===== config.mk =====
export PLATFORM = sky130hd
export DESIGN_NAME = secure_serdes_decryptor
export DESIGN_NICKNAME = d
export VERILOG_FILES = /design/src/rtl/secure_serdes_pkg.sv /design/src/rtl/secure_serdes_decryptor_sipo.sv /design/src/rtl/secure_serdes_decryptor.sv
export SDC_FILE = /design/constraint.sdc
export NUM_CORES = 1
export LEC_CHECK = 0
export CORE_UTILIZATION = 52
export CTS_BUF_LIST = sky130_fd_sc_hd__clkbuf_16
export CTS_CLUSTER_DIAMETER = 30
export CTS_CLUSTER_SIZE = 25
export DETAILED_ROUTE_END_ITERATION = 8
export PLACE_DENSITY = 0.78
export SETUP_SLACK_MARGIN = 0.3
export SLEW_MARGIN = 40
export SYNTH_ARGS = -nofsm -noshare
export SYNTH_HDL_FRONTEND = slang
export SYNTH_HIERARCHICAL = 1
export SYNTH_SLANG_ARGS = --single-unit

===== constraint.sdc =====
create_clock -name clk -period 2.1 [get_ports clk]
set_input_delay 0.21 -clock clk [delete_from_list [all_inputs] [get_ports clk]]
set_output_delay 0.21 -clock clk [all_outputs]
set_load 0.02 [all_outputs]

===== src/rtl/secure_serdes_pkg.sv =====
// Shared definitions for the secure serdes encryptor/decryptor pair.
package secure_serdes_pkg;

   localparam int DATA_W_DEF = 8;

   typedef enum logic [0:0] {
      IDLE  = 1'b0,
      SHIFT = 1'b1
   } state_e;

   function automatic int clog2(input int value);
      int w;
      w = 0;
      while ((1 << w) < value) w++;
      return (w < 1) ? 1 : w;
   endfunction

endpackage


===== src/rtl/secure_serdes_decryptor_sipo.sv =====
// Serial-in parallel-out shift register, MSB first.
module sipo_shift_reg #(
   parameter int DATA_W = 8
) (
   input  logic              clk,
   input  logic              rst,
   input  logic              en,
   input  logic              din,
   output logic [DATA_W-1:0] q
);

   logic [DATA_W-1:0] sr_q;
   logic [DATA_W-1:0] sr_d;

   always_comb begin
      sr_d = sr_q;
      if (en) sr_d = {sr_q[DATA_W-2:0], din};
   end

   always_ff @(posedge clk) begin
      if (rst) sr_q <= '0;
      else     sr_q <= sr_d;
   end

   assign q = sr_q;

endmodule


===== src/rtl/secure_serdes_decryptor.sv =====
// Deserialises a cipher frame and its key frame, delivers cipher XOR key
// on a valid/ack port and counts delivered frames.
module secure_serdes_decryptor
   import secure_serdes_pkg::*;
#(
   parameter int DATA_W = DATA_W_DEF,
   parameter int CNT_W  = 8
) (
   input  logic              clk,
   input  logic              rst,
   input  logic              start,
   input  logic              c_bit,
   input  logic              k_bit,
   output logic [DATA_W-1:0] plain,
   output logic              valid,
   input  logic              ack,
   output logic              busy,
   output logic              overrun,
   output logic [CNT_W-1:0]  frame_cnt
);

   localparam int BC_W = clog2(DATA_W);
   localparam logic [0:0] ST_IDLE  = IDLE;
   localparam logic [0:0] ST_SHIFT = SHIFT;
   localparam logic [BC_W-1:0] LAST_BIT = BC_W'(DATA_W - 1);

   // Handshake: plain is offered while valid=1 and is taken on any edge where
   // ack=1; a frame completing on that same edge replaces it and keeps valid=1.

   logic [0:0]        state_q, state_d;
   logic [BC_W-1:0]   bit_cnt_q, bit_cnt_d;
   logic [DATA_W-1:0] plain_q, plain_d;
   logic              valid_q, valid_d;
   logic              busy_q, busy_d;
   logic              overrun_q, overrun_d;
   logic [CNT_W-1:0]  cnt_q, cnt_d;

   logic [DATA_W-1:0] c_sr, k_sr;
   logic              shift_en;

   assign shift_en = (state_q == ST_SHIFT);

   sipo_shift_reg #(.DATA_W(DATA_W)) u_cipher_sr (
      .clk (clk),
      .rst (rst),
      .en  (shift_en),
      .din (c_bit),
      .q   (c_sr)
   );

   sipo_shift_reg #(.DATA_W(DATA_W)) u_key_sr (
      .clk (clk),
      .rst (rst),
      .en  (shift_en),
      .din (k_bit),
      .q   (k_sr)
   );

   always_comb begin
      state_d   = state_q;
      bit_cnt_d = bit_cnt_q;
      plain_d   = plain_q;
      valid_d   = valid_q;
      busy_d    = busy_q;
      overrun_d = overrun_q;
      cnt_d     = cnt_q;

      if (valid_q && ack) valid_d = 1'b0;

      case (state_q)
         ST_IDLE: begin
            if (start) begin
               state_d   = ST_SHIFT;
               bit_cnt_d = '0;
               busy_d    = 1'b1;
            end
         end
         ST_SHIFT: begin
            bit_cnt_d = bit_cnt_q + 1'b1;
            if (bit_cnt_q == LAST_BIT) begin
               // The final bit is taken straight from the line, not the register.
               plain_d   = {c_sr[DATA_W-2:0], c_bit} ^ {k_sr[DATA_W-2:0], k_bit};
               valid_d   = 1'b1;
               cnt_d     = cnt_q + 1'b1;
               state_d   = ST_IDLE;
               busy_d    = 1'b0;
               bit_cnt_d = '0;
               if (valid_q && !ack) overrun_d = 1'b1;
            end
         end
         default: state_d = ST_IDLE;
      endcase
   end

   always_ff @(posedge clk) begin
      if (rst) begin
         state_q   <= ST_IDLE;
         bit_cnt_q <= '0;
         plain_q   <= '0;
         valid_q   <= 1'b0;
         busy_q    <= 1'b0;
         overrun_q <= 1'b0;
         cnt_q     <= '0;
      end else begin
         state_q   <= state_d;
         bit_cnt_q <= bit_cnt_d;
         plain_q   <= plain_d;
         valid_q   <= valid_d;
         busy_q    <= busy_d;
         overrun_q <= overrun_d;
         cnt_q     <= cnt_d;
      end
   end

   assign plain     = plain_q;
   assign valid     = valid_q;
   assign busy      = busy_q;
   assign overrun   = overrun_q;
   assign frame_cnt = cnt_q;

endmodule


Yosys cells after proc, flatten, opt, wreduce, memory -nomap -nowiden
Index checks and enable logic that the tools add are counted.
- $add $sub $neg: 2
- multiply operators: 0
- divide/modulo/power cells: 0
- order comparisons: 0
- equal/unequal tests: 3
- shift-type cells: 0
- mux-type cells: 12
- bitwise gates (word level): 2
- reductions and logical operators: 6
- operators by type and width (kind ; number):
    8-bit by 1-bit adder with 8-bit output, second input constant ; 1
    8-bit XOR ; 1
    1-bit two-way mux ; 7
    3-bit two-way mux ; 2
    3-bit case mux with 2 select lines ; 1
    1-bit case mux with 2 select lines ; 2
    2-bit AND reduction ; 2
    3-bit by 1-bit adder with 3-bit output, second input constant ; 1
    3-bit == test, second input constant ; 1
    3-bit AND reduction ; 1
    1-bit logical AND ; 2
    2-bit by 1-bit inequality test with 1-bit output, second input constant ; 1
    2-bit inequality test, second input constant ; 1
    1-bit zero test ; 1
    1-bit NOT ; 1
- bits in registers: 37
- latch bits: 0
- RAM bits: 0
- ROM bits: 0
- bits of input ports: 6
- output and inout port bits: 19
- word-level logic and storage cells: 34
- memories kept: 0

Depth between registers and ports, before layout
Gate-level depths: netlist (run 1).
- word-level depth: 4
- depth in mapped cells: 7
- depth with buffers taken out: 5

By module
Netlist (run 1), hierarchy kept.
- by module, submodules not included (module ; instances ; cells each ; area an instance (µm²) ; seq. area each (µm²)):
    secure_serdes_decryptor ; 1 ; 106 ; 984.7 ; 460.4
    sipo_shift_reg ; 2 ; 26 ; 285.3 ; 160.2

Least setup slack after synthesis (run 1)
OpenSTA, ideal clock, no wires.
- path kind: register -> register
- start point: register bit_cnt_q[0]
- end point: register plain_q[0], in the netlist plain[0]
- setup time: 0.086 ns
- data arrival time: 1.411 ns
- required time: 2.014 ns
- setup slack: 0.603 ns
- stages on the path, launching flop included: 7
- path buffers: 2
- period minus slack after synthesis: 1.497 ns
- path through: dfxtp_1 ha_1 ha_1 and2_2 buf_2 buf_2 a211oi_1
- cells in the longest elaborated chain, start to end: 2
- RTL lines (item ; RTL line ; text):
    start, declared ; secure_serdes_decryptor.sv:31 ; logic [BC_W-1:0] bit_cnt_q, bit_cnt_d;
    start signal, assigned ; secure_serdes_decryptor.sv:106 ; bit_cnt_q <= bit_cnt_d;
    3-bit == test ; secure_serdes_decryptor.sv:80 ; if (bit_cnt_q == LAST_BIT) begin
    2-bit AND reduction (no source line) ; n/a ;
    end signal, assigned ; secure_serdes_decryptor.sv:107 ; plain_q <= plain_d;
    end, declared ; secure_serdes_decryptor.sv:32 ; logic [DATA_W-1:0] plain_q, plain_d;
No other way between the ends.
A chain may end at the register's enable or synchronous reset.

Worst setup path after layout (run 1)
- start point: register bit_cnt_q[0]
- end point: register cnt_q[5], in the netlist frame_cnt[5]
- cells in the longest elaborated chain, start to end: 2
- RTL lines (item ; RTL line ; text):
    3-bit == test ; secure_serdes_decryptor.sv:80 ;
    2-bit AND reduction (no source line) ; n/a ;
    end signal, assigned ; secure_serdes_decryptor.sv:111 ; cnt_q <= cnt_d;
    end, declared ; secure_serdes_decryptor.sv:36 ; logic [CNT_W-1:0] cnt_q, cnt_d;
No other way between the ends.

==> flow_summary.yaml, run 1 <==
outcome:
  status: "finished clean"
sta:
  timing.final.hold_violations: 0
  drv_slew: 0
  fin_worst_skew_ps: 1.82
  period_minus_slack_ps: 1650
  fin_crit_sh_pct: 78.8
  tns_ps: 0
  relSlewSlack_pct: 76.3
  worstMarginPinSlew_ps: 356
  rsz0062_at_grt: "false"
  finalSetupViolations: 0
  fmax_mhz: 605
die:
  core-area_um2: 2730
  die_x_um: 55.5
  die_area_um2: 3080
  ios: 25
  initial_utilization_pct: 54.4
  fp-row-count: 19
  die_h_um: 55.5
clocking:
  root_buffer: "clkbuf_16"
  post_cts_buffers: 0
  cts_resized: 0
  ctsHoldBuffers: 0
  cts_tree: "done"
  cts_max_level: 2
  clockBufferDepth: 2
  clkSinkCount: 37
  numCtsBuffers: 5
  insertion_delay_ps: 270
  clk_pin_slew_ps: 50
place:
  place.detailed.hpwl_um: 1770
  dp.cells: 200
  io_buffers: 24
  routabilityCongestion: 0.780
critical_path:
  cp-start-kind: "flip-flop"
  endpoint_kind: "flip-flop"
  worstPathMaxFanout: 8
  path_class: "reg -> reg"
  required_ps: 2300
  cp.arrival_ps: 1860
routing:
  wirelength_um: 2590
  dr_wl_met3_um: 83
  first_pass_iters: 4
  wirelength_met1_um: 1140
  drtIter0Drc: 34
  wl_met2_um: 1320
  wl_per_cell_um: 12.5
  vias_per_cell: 5.38
  topRoutingLayerUsed: "met4"
  postRouteAntennaNets: 0
  vias: 1113
  drc: 0
final_layout:
  drive_above_1_share_pct: 6.82
  nets: 186
  diodes: 0
  area_delta_synth_final_pct: 24.7
  fill_cells: 220
  layoutNonFillerInstCount: 207
global_routing:
  antenna_found_initial: 0
  grt_util_all_layers_pct: 18.4
  first_global_vias: 1032
  grt_pass1_wl_um: 4400
  grt_max_degree: 38
  gr-total-overflow: 0
power_and_ir_drop:
  peakVddDrop_uv: 787
  p_leak_nw: 0.660
  p_per_area_nw_per_um2: 785
synthesis:
  syn_nets: 162
  synth_cells: 152
  avgSynthCellArea_um2: 9.79
  syn_area_um2: 1490
  yosys_warnings: 6
hold_path:
  worstHoldPathType: "reg -> reg"
run:
  max_cap_violations: 0
==> report_power, final <==
group	switching (mW)	internal [mW]	total, mW
clock network	0.245	0.423	0.668
logic	0.0351	0.0326	0.0676
registers	0.00797	0.712	0.720
==> worst max-delay path, stage by stage (launching register included) <==
cell	delay, ps
dfxtp_1	360
ha_1	190
ha_1	230
nand2_2	120
or4_1	520
a21oi_1	150
==> layout by cell type, fill, tap and decap left out <==
cell,count
inv_1,2
buf_4,2
dfxtp_1,37
nand3_1,3
mux2i_1,14
and2_2,1
or3b_2,1
nand4_1,2
nor3b_1,1
clkinv_1,1
ha_1,4
o21ai_0,3
and2b_2,1
nand2_1,4
or3b_1,1
clkbuf_16,5
a21oi_1,10
o21ba_2,1
nor2_1,30
nand3b_1,1
or3_1,2
nand2_2,1
a211oi_1,8
o31ai_1,2
nand2b_1,1
clkdlybuf4s50_1,24
xnor2_1,9
nor3_1,1
or4_1,2
xor2_1,1
a22oi_1,1
==> through the flow <==
step,setup slack (ps),util (%),hold slack (ps),total power [mW],area (um2)
after global placement,567,63.0,460,0.799,1720
after floorplan,603,-,283,0.784,1490
final,446,67.9,477,1.46,1860
after CTS,444,67.9,475,1.47,1860
after global routing,335,67.9,510,1.51,1860
after detailed placement,454,63.0,468,0.802,1720
==> path summary, 6_finish.rpt <==
| kind | to | cells after the start | slack [ps] | from |
|---|---|---|---|---|
| setup reg to reg | frame_cnt[5] | 5 | 450 | bit_cnt_q[0] |
| hold reg to reg | frame_cnt[7] | 2 | 480 | frame_cnt[7] |
| hold / removal | frame_cnt[7] | 2 | 480 | frame_cnt[7] |
| setup / recovery | frame_cnt[5] | 5 | 450 | bit_cnt_q[0] |
==> final cells by class <==
cell class	count	area (um2)	area share, %
clock buffer	5	125	6.74
clock inverter	2	7.51	0.405
inverter	1	3.75	0.202
multi-input combinational	105	684	36.9
sequential	37	741	39.9
tap	31	38.8	2.09
timing repair buffer	26	255	13.8
==> flip-flops by register name, summed over array words and instances, names as in the netlist <==
register	flops
bit_cnt_q	3
busy	1
frame_cnt	8
overrun	1
plain	8
shift_en	1
u_cipher_sr/q	7
u_key_sr/q	7
valid	1
==> routing by layer <==
| metal | vias to the layer above | global-route usage (%) |
|---|---|---|
| met3 | 6 | 4.92 |
| met5 | - | 0 |
| met1 | 514 | 20.1 |
| li1 | 569 | - |
| met2 | 24 | 32.7 |
| met4 | 0 | 8.93 |
Power figures use the tool's default switching activity.
==> run 2: changes to the inputs <==
Settings changed: CORE_UTILIZATION 52 to 47, PLACE_DENSITY 0.78 to 0.74.
Clock period 2.1 ns to 1.5 ns, I/O delays scaled along.
==> run 2 against run 1 <==
  * Routed wire length rose by 26%
  * First-iteration DRC count fell by 5.9%
  * Fmax rose by 17%
  * Clock skew rose by 2.8 ps
  * Cell area rose by 15%
  * Die area rose by 10%
  * Setup slack got worse by 360 ps
  * Final cell count rose by 14%
  * Register-to-register slack got worse by 360 ps
  * Clock power rose by 100%
  * Largest power group is now clock
==> flow_summary.yaml, run 2 (synthesized netlist as in run 1, its figures left out) <==
sta:
  worstMarginPinSlew_ps: 258
  tns_ps: 0
  holdWs_ps: 482
  setup_ws_ps: 86.0
  relSlewSlack_pct: 82.6
  timing.final.hold_violations: 0
  rsz0062_at_grt: "true"
  finalSetupViolations: 0
  fin_crit_sh_pct: 94.3
  drv_slew: 0
  fin_worst_skew_ps: 4.64
  period_minus_slack_ps: 1410
  fmax_mhz: 707
clocking:
  cts_tree: "done"
  clkSinkCount: 37
  cts_max_level: 2
  clockBufferDepth: 2
  clk_pin_slew_ps: 50
  numCtsBuffers: 5
  insertion_delay_ps: 280
  root_buffer: "clkbuf_16"
die:
  ios: 25
  fp-row-count: 20
  initial_utilization_pct: 49.1
  die_h_um: 58.3
  die_x_um: 58.3
  die_area_um2: 3390
  core-area_um2: 3030
final_layout:
  final_cell_mix: "nor2_1 (28), dfxtp_1 (27), dlygate4sd2_1 (19), buf_4 (14), mux2i_1 (14)"
  fill_cells: 220
  diodes: 0
  post-route-util_pct: 70.4
  final_cell_area_um2: 2130
  layoutNonFillerInstCount: 236
  area_delta_synth_final_pct: 43.3
  layout_commonest_cell: "nor2_1"
  nets: 201
  multi_input_area_um2: 806
  drive_above_1_share_pct: 29.2
  area.sequential_um2: 756
routing:
  drtIter0Drc: 32
  drc: 0
  vias_per_cell: 5.19
  wl_per_cell_um: 13.9
  first_pass_iters: 4
  wirelength_um: 3270
  postRouteAntennaNets: 0
  vias: 1225
power_and_ir_drop:
  p_per_area_nw_per_um2: 1160
  p_leak_nw: 0.871
  peakVddDrop_uv: 920
  power_mw: 2.47
place:
  routabilityCongestion: 0.710
  pre_cts_slack_ps: 130
  dp.cells: 215
  dpl_cell_area_um2: 1840
  io_buffers: 24
  place.detailed.hpwl_um: 1900
critical_path:
  cp-start-kind: "flip-flop"
  required_ps: 1710
  cp.arrival_ps: 1620
  path_class: "reg -> reg"
  worstPathMaxFanout: 4
  endpoint_kind: "flip-flop"
hold_path:
  worstHoldPathType: "reg -> reg"
run:
  max_cap_violations: 0
global_routing:
  grt_pass1_wl_um: 5290
  grt_util_all_layers_pct: 21.2
  antenna_found_initial: 0
  grt_max_degree: 23
  first_global_vias: 1168
  gr-total-overflow: 0
outcome:
  status: "finished clean"
==> run 2: cell types whose count changed in the layout (fill, tap and decap cells not counted), moves of 4 or more <==
cell             before  now
dfxtp_2               0    9
dlygate4sd2_1         0   19
buf_4                 2   14
and2_4                0    4
a211oi_1              8    0
dfxtp_1              37   27
a211oi_2              0    8
clkdlybuf4s50_1      24    5
==> run 2: per-layer routing <==
layer	vias to the layer above	GRT usage, %	wire, um
met5	-	0	0
met4	0	8.16	28
met3	4	6.70	134
met2	31	36.1	1680
met1	582	24.9	1430
li1	608	-	-
==> run 2: cell type report <==
type                    instances  share of cell area, %
multi-input cells             108                   37.8
flip-flops and latches         37                   35.4
repair buffers                 38                   15.1
clock buffers                   5                   5.87
clock inverters                 3                   3.05
well taps                      44                   2.58
inverters                       1                  0.176
==> run 2: repair_timing <==
item,in CTS,in global routing
buffers inserted,8,2
hold buffers,0,0
pin swaps,4,7
hold endpoints to repair,0,0
endpoints found under the setup margin,35,20
cloned,3,0
resized for setup,23,6
==> run 2: final timing paths <==
path         slack, ps         start  depth (start not counted)           end
max                 90  bit_cnt_q[0]                          5  frame_cnt[4]
min                480          busy                          2          busy
max reg2reg         90  bit_cnt_q[0]                          5  frame_cnt[4]
min reg2reg        480          busy                          2          busy
==> run 2: report_power, final <==
part | internal (mW) | total, mW | switching [mW]
registers | 0.996 | 1.01 | 0.0134
logic | 0.0552 | 0.113 | 0.0578
clock network | 0.949 | 1.34 | 0.395
total | 2.00 | 2.47 | 0.467
==> run 2: worst max-delay path, stage by stage (launching register included) <==
cell,delay [ps]
dfxtp_2,350
ha_4,150
ha_4,150
nand4_1,150
or3b_1,430
a21oi_2,120
==> run 3: changes to the inputs <==
Settings changed: SLEW_MARGIN 40 to 30.
==> results of run 3 <==
The final DEF is identical to that of run 2; final timing and power are the same.
